`src/rtl/ex_mem_stage_pkg.sv`:
```
// Shared constants for the EX->MEM pipeline register.
// Reset/write encodings, zero values, default widths and stall indices.
package ex_mem_stage_pkg;

  localparam logic        RstEnable    = 1'b1;
  localparam logic        WriteDisable = 1'b0;
  localparam logic [31:0] ZeroWord     = 32'h0000_0000;
  localparam logic [4:0]  NOPRegAddr   = 5'b00000;

  localparam int DEF_DATA_W  = 32;
  localparam int DEF_REG_AW  = 5;
  localparam int DEF_ALUOP_W = 8;
  localparam int DEF_CNT_W   = 2;
  localparam int DEF_STALL_W = 6;

  localparam int EX_IDX  = 3;
  localparam int MEM_IDX = 4;

endpackage

```
`src/rtl/ex_mem_stage_pipe_field_reg.sv`:
```
// Generic pipeline field register: reset/flush > hold > bubble > advance.
// Ports: clk, rst, flush, bubble, hold, d[W] in; q[W] out.
module pipe_field_reg
  import ex_mem_stage_pkg::*;
#(
  parameter int W                = DEF_DATA_W,
  parameter bit CLEAR_ON_BUBBLE  = 1'b1,
  parameter bit CLEAR_ON_ADVANCE = 1'b0
) (
  input  logic         clk,
  input  logic         rst,
  input  logic         flush,
  input  logic         bubble,
  input  logic         hold,
  input  logic [W-1:0] d,
  output logic [W-1:0] q
);

  always_ff @(posedge clk) begin
    if (rst == RstEnable || flush) begin
      q <= '0;
    end else if (hold) begin
      q <= q;
    end else if (bubble) begin
      q <= CLEAR_ON_BUBBLE ? '0 : d;
    end else begin
      q <= CLEAR_ON_ADVANCE ? '0 : d;
    end
  end

endmodule

```
`src/rtl/ex_mem_stage.sv`:
```
// EX->MEM pipeline register with stall/bubble, flush and multi-cycle hold.
// Ports: clk, rst, stall, flush, ex_* in; mem_*, mem_valid, hilo_o, cnt_o out.
module ex_mem_stage #(
  parameter int DATA_W  = ex_mem_stage_pkg::DEF_DATA_W,
  parameter int REG_AW  = ex_mem_stage_pkg::DEF_REG_AW,
  parameter int ALUOP_W = ex_mem_stage_pkg::DEF_ALUOP_W,
  parameter int CNT_W   = ex_mem_stage_pkg::DEF_CNT_W,
  parameter int STALL_W = ex_mem_stage_pkg::DEF_STALL_W,
  parameter int EX_IDX  = ex_mem_stage_pkg::EX_IDX,
  parameter int MEM_IDX = ex_mem_stage_pkg::MEM_IDX
) (
  input  logic                clk,
  input  logic                rst,
  input  logic [STALL_W-1:0]  stall,
  input  logic                flush,
  input  logic [REG_AW-1:0]   ex_wd,
  input  logic                ex_wreg,
  input  logic [DATA_W-1:0]   ex_wdata,
  input  logic                ex_whilo,
  input  logic [DATA_W-1:0]   ex_hi,
  input  logic [DATA_W-1:0]   ex_lo,
  input  logic [ALUOP_W-1:0]  ex_aluop,
  input  logic [DATA_W-1:0]   ex_mem_addr,
  input  logic [DATA_W-1:0]   ex_reg2,
  input  logic [2*DATA_W-1:0] hilo_i,
  input  logic [CNT_W-1:0]    cnt_i,
  output logic [REG_AW-1:0]   mem_wd,
  output logic                mem_wreg,
  output logic [DATA_W-1:0]   mem_wdata,
  output logic                mem_whilo,
  output logic [DATA_W-1:0]   mem_hi,
  output logic [DATA_W-1:0]   mem_lo,
  output logic [ALUOP_W-1:0]  mem_aluop,
  output logic [DATA_W-1:0]   mem_mem_addr,
  output logic [DATA_W-1:0]   mem_reg2,
  output logic                mem_valid,
  output logic [2*DATA_W-1:0] hilo_o,
  output logic [CNT_W-1:0]    cnt_o
);

  localparam int WB_W = REG_AW + 1 + DATA_W + 1;
  localparam int HL_W = 1 + 2 * DATA_W;
  localparam int MA_W = ALUOP_W + 2 * DATA_W;
  localparam int MC_W = 2 * DATA_W + CNT_W;

  logic bubble;
  logic hold;
  logic unused_stall;

  // A MEM stall freezes the whole register; illegal MEM-only stall
  // therefore also holds.
  assign hold         = stall[MEM_IDX];
  assign bubble       = stall[EX_IDX] & ~stall[MEM_IDX];
  assign unused_stall = ^stall;

  // mem_valid rides in the writeback group as a constant-1 field.
  pipe_field_reg #(
    .W                (WB_W),
    .CLEAR_ON_BUBBLE  (1'b1),
    .CLEAR_ON_ADVANCE (1'b0)
  ) u_wb (
    .clk    (clk),
    .rst    (rst),
    .flush  (flush),
    .bubble (bubble),
    .hold   (hold),
    .d      ({ex_wd, ex_wreg, ex_wdata, 1'b1}),
    .q      ({mem_wd, mem_wreg, mem_wdata, mem_valid})
  );

  pipe_field_reg #(
    .W                (HL_W),
    .CLEAR_ON_BUBBLE  (1'b1),
    .CLEAR_ON_ADVANCE (1'b0)
  ) u_hilo (
    .clk    (clk),
    .rst    (rst),
    .flush  (flush),
    .bubble (bubble),
    .hold   (hold),
    .d      ({ex_whilo, ex_hi, ex_lo}),
    .q      ({mem_whilo, mem_hi, mem_lo})
  );

  pipe_field_reg #(
    .W                (MA_W),
    .CLEAR_ON_BUBBLE  (1'b1),
    .CLEAR_ON_ADVANCE (1'b0)
  ) u_mem (
    .clk    (clk),
    .rst    (rst),
    .flush  (flush),
    .bubble (bubble),
    .hold   (hold),
    .d      ({ex_aluop, ex_mem_addr, ex_reg2}),
    .q      ({mem_aluop, mem_mem_addr, mem_reg2})
  );

  // Partial multi-cycle state: kept across EX's own stall, dropped once
  // the instruction leaves EX.
  pipe_field_reg #(
    .W                (MC_W),
    .CLEAR_ON_BUBBLE  (1'b0),
    .CLEAR_ON_ADVANCE (1'b1)
  ) u_mc (
    .clk    (clk),
    .rst    (rst),
    .flush  (flush),
    .bubble (bubble),
    .hold   (hold),
    .d      ({hilo_i, cnt_i}),
    .q      ({hilo_o, cnt_o})
  );

endmodule

```
`config.mk`:
```
export PLATFORM = sky130hd
export DESIGN_NAME = ex_mem_stage
export DESIGN_NICKNAME = d
export VERILOG_FILES = /design/src/rtl/ex_mem_stage_pkg.sv /design/src/rtl/ex_mem_stage_pipe_field_reg.sv /design/src/rtl/ex_mem_stage.sv
export SDC_FILE = /design/constraint.sdc
export NUM_CORES = 1
export LEC_CHECK = 0
export BUFFER_PORTS_ARGS = -buffer_cell sky130_fd_sc_hd__buf_2
export CORE_AREA = 5 5 186 188
export DETAILED_ROUTE_END_ITERATION = 10
export DIE_AREA = 0 0 191 193
export GPL_ROUTABILITY_DRIVEN = 0
export SKIP_LAST_GASP = 1
export SYNTH_ARGS = -nofsm -noshare
export SYNTH_HDL_FRONTEND = slang
export SYNTH_SLANG_ARGS = --single-unit
```
`constraint.sdc`:
```
create_clock -name clk -period 1.2 [get_ports clk]
set_clock_uncertainty 0.1 [all_clocks]
set_input_delay 0.06 -clock clk [delete_from_list [all_inputs] [get_ports clk]]
set_output_delay 0.06 -clock clk [all_outputs]
set_load 0.05 [all_outputs]
```
# [Word-level counts from Yosys, hierarchy flattened]
# Index checks and enable logic that the tools add are counted.
[totals] register_bits=242 input_bits=250 wordCells=11
[op_classes] muxes=4 n_bitwise=2 reduce_logical=1
[op_table] op="two-way mux 72 bit" n=1
[op_table] op="two-way mux 66 bit" n=1
[op_table] op="two-way mux 65 bit" n=1
[op_table] op="two-way mux 39 bit" n=1
[op_table] op="AND 1 bit" n=1
[op_table] op="logical OR 1 bit" n=1
[op_table] op="inverter 1 bit" n=1

# [Depth between registers and ports, before layout]
[logic_depth] ltp_word=3 depth_mapped=6 mapped_depth_nobuf=2

# [Cells and area by module]
# Synthesis repeated with hierarchy kept, for this count alone.
[hier_totals] hier_cells=1078 hier_area_um2=9796.9
[modules_own_cells] module="pipe_field_reg (u_mem)" instances=1 cells_each=321 area_per_inst_um2=2864.0 seq_area_each_um2=1441.4
[modules_own_cells] module="pipe_field_reg (u_mc)" instances=1 cells_each=293 area_per_inst_um2=2748.9 seq_area_each_um2=1321.3
[modules_own_cells] module="pipe_field_reg (u_hilo)" instances=1 cells_each=289 area_per_inst_um2=2608.8 seq_area_each_um2=1301.2
[modules_own_cells] module="pipe_field_reg (u_wb)" instances=1 cells_each=173 area_per_inst_um2=1557.7 seq_area_each_um2=780.7
[modules_own_cells] module="ex_mem_stage" instances=1 cells_each=2 area_per_inst_um2=17.5 seq_area_each_um2=0.0

# [Worst setup path after synthesis]
# Ideal clock, no wire load.
[synth_timing] kind="input to register" startpoint="in flush" endpoint="reg u_hilo.q[13]" setup_ns=0.070 arrival_ns=0.919 path_slack_ns=0.110 stages=5 cell_sequence="or2_2 buf_6 buf_2 buf_1 a21oi_1"
[synth_via] elab_chain_len=1
[synth_rtl] item="start: declaration" line_no="ex_mem_stage.sv:15" source="input logic flush,"
[synth_rtl] item="logical OR 1 bit" line_no="ex_mem_stage_pipe_field_reg.sv:20" source="if (rst == RstEnable || flush) begin"
[synth_rtl] item="end signal: assignment" line_no="ex_mem_stage_pipe_field_reg.sv:23" source="q <= q;"
[synth_rtl] item="end signal: assignment" line_no="ex_mem_stage_pipe_field_reg.sv:25" source="q <= CLEAR_ON_BUBBLE ? '0 : d;"
[synth_rtl] item="end signal: assignment" line_no="ex_mem_stage_pipe_field_reg.sv:27" source="q <= CLEAR_ON_ADVANCE ? '0 : d;"
[synth_rtl] item="end: declaration" line_no="ex_mem_stage_pipe_field_reg.sv:16" source="output logic [W-1:0] q"
# No other way between the ends.
# A chain may end at the register's enable or synchronous reset.

# [Worst setup path after layout]
[layout_timing] startpoint="in stall[4]" endpoint="reg u_wb.q[6]"
[layout_via] elab_chain_len=3
[layout_rtl] item="start: declaration" line_no="ex_mem_stage.sv:14" source="input logic [STALL_W-1:0] stall,"
[layout_rtl] item="inverter 1 bit" line_no="ex_mem_stage.sv:53" source="assign bubble = stall[EX_IDX] & ~stall[MEM_IDX];"
[layout_rtl] item="AND 1 bit" line_no="ex_mem_stage.sv:53"
[layout_rtl] item="two-way mux 39 bit" line_no="ex_mem_stage_pipe_field_reg.sv:24" source="end else if (bubble) begin"
[layout_rtl] item="end signal: assignment" line_no="ex_mem_stage_pipe_field_reg.sv:23"
[layout_rtl] item="end signal: assignment" line_no="ex_mem_stage_pipe_field_reg.sv:25"
[layout_rtl] item="end signal: assignment" line_no="ex_mem_stage_pipe_field_reg.sv:27"
[layout_rtl] item="end: declaration" line_no="ex_mem_stage_pipe_field_reg.sv:16"
# Several ways; a longest one is shown, not always the timed one.

==> summary.md <==
| Metric | Value |
|---|---|
| Outcome | `finished, violations left` |
| Failing checks | `negative hold slack, negative setup slack` |
| RSZ-0062 raised after global routing | `yes` |
| WP data arrival | `1.66 ns` |
| Critical path class | `input pin to flop` |
| Sw Ratio | `26.47%` |
| Synth Cell Area | `9634 um^2` |
| CP cell instances | `buf_12 > buf_12 > dlygate4sd3_1 > or3b_1 > a21oi_1` |
| Final setup viols | `156` |
| DR WL/cell | `a little under 20 um` |
| Largest net degree at the start of global routing | `74` |
| Global-route wire length before repair | `66100 um` |
| Seq pwr share | `41.0%` |
| Combinational power share | `between 10% and 20%` |
| Worst vdd ir | `0.8873 mV` |
| Post-route setup slack | `-0.08266 ns` |
| DR iter-0 viols | `443` |
| Vias in the first global route | `~12000` |
| Final worst path period need | `1.283 ns` |
| Hold WS | `-0.1307 ns` |
| Final Cell Area | `19940 um^2` |
| Grt ovf | `0` |
| TritonCTS clock tree | `done` |
| Number of synthesized register bits | `about 240` |
| Clock power share | `41.0%` |
| Die area | `36860 um^2` |
| Slowest stage delay, CP | `between 0.6 and 0.7 ns` |
| Placed Cells incl. Taps | `1970` |
| Clk sinks | `around 240` |
| H-tree Lvls | `1` |
| Final worst path period share | `106.9%` |
| Setup crit end kind | `flop` |
| Reg2reg start | `u_mc.q[10]` |
| Mapped Avg Cell Area | `8.945 um^2` |
| Die Y | `193 um` |
| Area of the multi-input gates | `4225 um^2` |
| Setup TNS | `-2.000 ns` |
| Crit path buffers/inverters | `3` |
| Total GRT Usage | `between 20% and 30%` |
| Final total power | `between 20 and 25 mW` |
| Clk Latency, worst-skew pair | `0.53 ns` |
| Cell internal pwr | `15.00 mW` |
| Via count | `11650` |
| Slew @ Worst Pin | `0.4928 ns` |
| Sequential area share after synthesis | `roughly 50%` |
| FP Rows | `67` |
| Register Area | `~5200 um^2` |
| Power per standard cell area | `~1000 nW/um^2` |
| WP depth | `5` |
| Synth Net Count | `between 1000 and 1500` |
| Final hold vios | `24` |
| Antenna violations before repair | `1` |
| Die width | `191 um` |
| R2R setup slack | `around 0.24 ns` |
| FF-to-FF End | `u_mc.q[10]` |
| Dpl cell area | `12730 um^2` |
| Leak | `8.144 nW` |
| Max stage delay cell, worst path | `dlygate4sd3_1` |
| I/O pin count | `492` |
| Top delay family on crit path | `buffers and inverters` |
| CP endpoint | `u_wb.q[6]` |
| Switching power | `between 5 and 6 mW` |
| MaxCap Viol Count | `0` |
| NumNets Final | `between 2000 and 2500` |
| Setup WS pre-CTS | `-0.06787 ns` |
| Crit path launch type | `input pin` |
| Num CTS Buffers | `27` |
| Slew Viols, Final | `0` |
| WL final | `around 46000 um` |
| Core area | `32950 um^2` |
| Detailed-route DRC error count | `0` |
| R2r worst-path depth | `4` |
| Post-synthesis cell type count | `12` |
| Crit path top cell by count | `buf_12` |
| Crit path launch | `stall[4]` |
| Max Clk Rate | `779.6 MHz` |
| Yosys warns | `0` |
| Clk buf depth | `3` |
| WP data required | `1.58 ns` |
| Fin util | `between 60% and 70%` |
| Share of layout cells above drive strength 1 | `48.19%` |
| Final std cells w/o fill | `2388` |
| DP HPWL | `23440 um` |
| Antenna-violating nets left | `0` |
| Synth Instances | `1077` |
| Rel. slew slack | `67.15%` |
| Drt first pass iters | `4` |
| Via/cell ratio | `between 4 and 5` |
| Clock Tree Root | `clkbuf_16` |
| Fill count | `2348` |
| Hold/Removal Path Class | `input pin to flop` |
| IO buf count | `487` |
| Crit path max fanout | `28` |
| Synth-to-Final Area Change | `107.0%` |
| CTS clk-pin slew, worst paths | `0.07 ns` |
| Initial Util | `29.24%` |
==> power groups by stage <==
| stage | logic, mW | registers [mW] | clock network [mW] |
|---|---|---|---|
| finish | 3.66 | 8.37 | 8.37 |
| global route | 3.85 | 8.38 | 8.93 |
| CTS | 3.37 | 8.37 | 8.49 |
| detailed placement | 2.31 | 8.45 | 0 |
| global placement | 2.30 | 8.45 | 0 |
| floorplan | 0.860 | 9.02 | 0 |
==> cell type report <==
type | count | area share [%]
Clock inverter | 5 | 0.1694
Antenna cell | 4 | 0.05019
Clock buffer | 45 | 4.329
Sequential cell | 242 | 25.93
Timing Repair Buffer | 915 | 45.53
Tap cell | 448 | 2.811
Multi-Input combinational cell | 729 | 21.19
==> worst min-delay path by stage <==
stage,start,endpoint,slack [ns],cells past startpoint
floorplan,cnt_i[0],u_mc.q[0],0.13,2
global placement,hilo_i[59],u_mc.q[61],0.23,3
detailed placement,hilo_i[44],u_mc.q[46],0.24,3
CTS,stall[4],u_wb.q[12],-0.09,3
global route,stall[4],u_wb.q[13],-0.13,3
finish,stall[4],u_wb.q[12],-0.13,3
==> timing repair <==
item	4_1_cts	5_1_grt
buffers inserted	12	60
hold buffers	280	12
gates cloned	0	3
endpoints found under the hold margin	241	45
pin swaps	0	2
gates resized for setup	940	58
endpoints found under the setup margin	242	358
==> flip-flops by register name (all words and copies together), names as in the netlist <==
register	flops
u_hilo.q	65
u_mc.q	66
u_mem.q	72
u_wb.q	39
==> routing by layer <==
metal	track usage (%)	wire [um]	share of wire [%]
met1	23.54	16150	35
met2	39.58	23230	50
met3	6.356	3920	8.5
met4	12.07	2877	6.2
met5	0	0	0
==> cell usage after synthesis (all sizes together) <==
master | count | area (um^2)
a21oi | 242 | 1211
clkbuf | 33 | 123.9
dfxtp | 242 | 4845
nand2 | 242 | 908.4
or3b | 175 | 1533
nand3b | 66 | 495.5
or2 | 2 | 12.51
buf | 75 | 505.5
==> worst register-to-register path, cell delays in order, from the launching register on <==
cell     delay [ns]
dfxtp_2        0.33
buf_4          0.13
buf_4          0.12
nand2_1        0.09
a21oi_1        0.08
==> layout by cell type (no fill, tap or decap) <==
cell type / count
a21oi_1: 230
a21oi_2: 12
buf_12: 19
buf_16: 1
buf_2: 243
buf_4: 119
buf_6: 6
buf_8: 238
clkbuf_1: 6
clkbuf_16: 28
clkbuf_8: 12
clkinv_2: 2
clkinvlp_4: 2
dfxtp_2: 233
dfxtp_4: 9
diode_2: 4
dlygate4sd3_1: 283
dlymetal6s4s_1: 5
inv_6: 1
nand2_1: 242
nand3b_1: 66
or2_2: 2
or2_4: 2
or3b_1: 171
or3b_2: 3
or3b_4: 1
==> cell families after synthesis <==
group	share of synthesized area, %
buffers and inverters	6.533
AND/OR/NAND/NOR	30.61
flip-flops	50.29
AO/OA/AOI/OAI	12.57
No activity file was read; power rests on OpenSTA's default activity.
